$ cat src/rtl/prbs31_popcnt8.sv
// rtl/prbs31_popcnt8.sv - combinational 8-bit population count
// Ports:
//   i_bits   in  8  bits to count
//   o_count  out 4  number of ones in i_bits (0..8)
module prbs31_popcnt8 (
  input  logic [7:0] i_bits,
  output logic [3:0] o_count
);

  always_comb begin
    o_count = '0;
    for (int i = 0; i < 8; i++) begin
      o_count = o_count + {3'b000, i_bits[i]};
    end
  end

endmodule

$ cat config.mk
export PLATFORM = sky130hd
export DESIGN_NAME = prbs31_popcnt8
export DESIGN_NICKNAME = d
export VERILOG_FILES = /design/src/rtl/prbs31_popcnt8.sv
export SDC_FILE = /design/constraint.sdc
export NUM_CORES = 1
export LEC_CHECK = 0
export BUFFER_PORTS_ARGS = -buffer_cell sky130_fd_sc_hd__buf_2
export CAP_MARGIN = 5
export CORE_AREA = 2 2 39 41
export DETAILED_ROUTE_END_ITERATION = 12
export DIE_AREA = 0 0 41 43
export PLACE_DENSITY = 0.4
export SLEW_MARGIN = 20
export SYNTH_ARGS = -nofsm -noshare
export SYNTH_HDL_FRONTEND = slang
export SYNTH_SLANG_ARGS = --single-unit
$ cat constraint.sdc
create_clock -name vclk -period 3
set_input_delay 0.45 -clock vclk [all_inputs]
set_output_delay 0.45 -clock vclk [all_outputs]
set_load 0.1 [all_outputs]
# Word level (Yosys, flattened, before mapping)
# Index checks and enable logic that the tools add are counted.
dict set report totals {
  elab_cells 7
  register_bits 0
  output_inout_bits 4
  inputBits 8
}
dict set report classes {
  addsub 7
}
# cell n
set ops {}
lappend ops {{$add 4x1->4} 4}
lappend ops {{$add 3x1->4} 1}
lappend ops {{$add 2x1->3} 1}
lappend ops {{$add 1x1->2} 1}

# Depth between registers and ports, before layout
dict set report logic_depth {
  ltp_word 7
  depth_mapped 9
  mapped_depth_nobuf 9
}

# Worst setup path before layout
# No wires, ideal clock.
dict set report synth_timing {
  kind {in2out}
  start {input i_bits[0]}
  end {output o_count[2]}
  arrival_ns 4.064
  path_stages 9
  n_path_buf 0
  slack_ns -1.514
  cell_sequence {inv_1 fa_1 fa_1 fa_1 inv_1 ha_1 inv_1 fa_1 xnor2_1}
}
dict set report synth_between {
  elab_chain_cells 7
}
# item line
set synth_lines {}
lappend synth_lines {{start, declared} 6} ;# input logic [7:0] i_bits,
lappend synth_lines {{$add 1x1->2} 13} ;# o_count = o_count + {3'b000, i_bits[i]};
lappend synth_lines {{$add 2x1->3} 13}
lappend synth_lines {{$add 3x1->4} 13}
lappend synth_lines {{$add 4x1->4 (4 in series)} 13}
lappend synth_lines {{end, declared} 7} ;# output logic [3:0] o_count
# No other way between the ends.

# Final worst setup path
dict set report layout_timing {
  start {input i_bits[3]}
  end {output o_count[1]}
}
dict set report layout_between {
  elab_chain_cells 5
}
# item line
set layout_lines {}
lappend layout_lines {{$add 3x1->4} 13}
lappend layout_lines {{$add 4x1->4 (4 in series)} 13}
# No other way between the ends.

==> results.md <==
* Outcome: complete, but fails checks
* Violated checks: setup timing
* Post-synth top area share at 0.4211
* DRT Wirelength at about 330 um
* Req. time, crit path at about 2600 ps
* Crit path depth at 11
* FMAX at 289.7 MHz
* CP delay by family, top: adder cells
* Gr ovfl total at 0
* Setup crit start kind: input pin
* Cell count after synthesis at 24
* Final setup viols at 3
* Register Area at 0 um^2
* WHS Endpoint: o_count[0]
* Hold depth at 3
* Min-Delay Path Class: input pin to primary output
* Max VDD drop at 0.0002068 V
* Ant diodes at 0
* Finished Cell Area at 424.2 um^2
* Crit-path max cell delay at 540 ps
* Ys Warns at 0
* Mapped Area at 190.2 um^2
* # port buffers at 12
* Fin nets at 55
* DR pass1 iterations at 1
* Detailed placement HPWL at 311.9 um
* Area Growth Syn to Fin at 123.0%
* Core Rows at 14
* Tmin final at 3452 ps
* DR iter-0 viols at 0
* Core footprint at approximately 1400 um^2
* Final Power at 375.7 uW
* Final WS setup at -452.3 ps
* CP Class: input pin to primary output
* Drt wl/cell at 6.019 um
* DP Area at 375.4 um^2
* Unrepaired setup endpoints after global routing: true
* Commonest cells in the synthesized netlist: 14 x inv_1, 4 x fa_1, 3 x ha_1
* Die Width at 41 um
* Layout clock buffer count at 0
* WP buf/inv at 6
* Vias in the first global route at 181
* Syn avg cell area at 7.924 um^2
* Seq_cells at 0
* Die H at 43 um
* Placer Congestion at 0.5814
* Top cells by area, synth: fa_1 42%, inv_1 28%, ha_1 20%
* Setup TNS Final at -1008 ps
* Slew Limit Headroom at 0.9063
* Layout cells sized above 1 at 0.6579
* Syn Nets at 39
* Die area at ~1800 um^2
* Cell taking the most area after synthesis: fa_1
* Critical Path Most Common Cell: fa_1
* Worst Tran Pin Value at 140.6 ps
* Critical Path End Type: primary output
* Most common cell in the netlist: inv_1
* Crit path arrival time at 3000 ps
* Initial antenna violation count at 0
* CP Cell Sequence: buf_6 > inv_4 > fa_1 > fa_1 > fa_1 > inv_2 > ha_4 > inv_2 > fa_2 > clkinvlp_4 > buf_12
* Final hold violation count at 0
* Post-route DRC at 0
* Pre-CTS setup slack at -537.2 ps
* Vias/cell at around 3.4
* Io pins at 12
* Post-synthesis cell type count at 6
* First-pass GRT wire length at 593 um
* Critical Path Fanout Max at 2
* Starting Density at 0.1374
* Hold path startpoint: i_bits[2]
* Total track usage at 0.04427
* Tcrit/Tclk final at 1.151
* Hold_buf cts at 0
* Largest net degree at the start of global routing at 3
* Crit-path slowest cell: fa_1
* Seq/Total Area, Yosys at 0
* Antenna Violating Nets Remaining at 0
* Vias at 183
* Maximum capacitance violations at 0
* PwrDens at 885.7 nW/um^2
* Pleak at 0.2145 nW
* Final Max Tran Viols at 0
[kinds of logic after synthesis]
group	synth area share
AOI/OAI and AO/OA	0.02629
xor gates and xnor gates	0.04606
adders and majority gates	0.6185
buffers and inverters	0.2763
and+or+nand+nor	0.03292
[where the power goes]
| group | total, mW | internal [mW] | leakage (nW) | switching (mW) |
|---|---|---|---|---|
| sequential | 0 | 0 | 0 | 0 |
| combinational | 0.376 | 0.148 | 0.214 | 0.227 |
| clock | 0 | 0 | 0 | 0 |
| total | 0.376 | 0.148 | 0.214 | 0.227 |
[placed cells by master, fill, tap and decap left out, drive strengths merged]
cell type,Yosys,layout
buf,0,14
fa,4,4
inv,14,13
clkinvlp,0,1
a21oi,1,1
ha,3,3
xnor2,1,1
nor2b,1,1
[tightest hold or removal path: stages]
cell    delay, ps
buf_2         100
ha_4          140
buf_12        160
[how the worst max path moves through the flow]
stage / slack [ps] / to / start
finish: -450 / o_count[1] / i_bits[3]
global route: -510 / o_count[1] / i_bits[3]
CTS: -490 / o_count[1] / i_bits[3]
detailed placement: -540 / o_count[1] / i_bits[0]
global placement: -520 / o_count[1] / i_bits[0]
floorplan: -530 / o_count[2] / i_bits[0]
[through the flow]
step | util | hold WS (ps) | std cells
floorplan | - | 1174 | 24
global placement | 0.2712 | 1304 | 53
detailed placement | 0.2712 | 1309 | 53
CTS | 0.3047 | 1310 | 54
global route | 0.3065 | 1322 | 54
finish | 0.3065 | 1307 | 54
[layer usage]
layer / GRT usage / up-vias / routed length [um]
li1: - / 90 / -
met1: 0.05178 / 85 / 117
met2: 0.08750 / 8 / 177
met3: 0 / 0 / 29
met4: 0 / 0 / 0
met5: 0 / - / 0
[layout make-up]
cell class	instances	area (um^2)
well taps	16	20.02
repair buffers	14	147.6
inverters	14	66.31
multi-input cells	10	190.2
fillers	153	959.7
[timing repair]
item	in CTS	in global routing
resized for setup	12	1
setup buffers	1	0
endpoints found under the setup margin	4	4
pin swaps	4	2
Note: power is estimated with default switching activity, not from simulation.
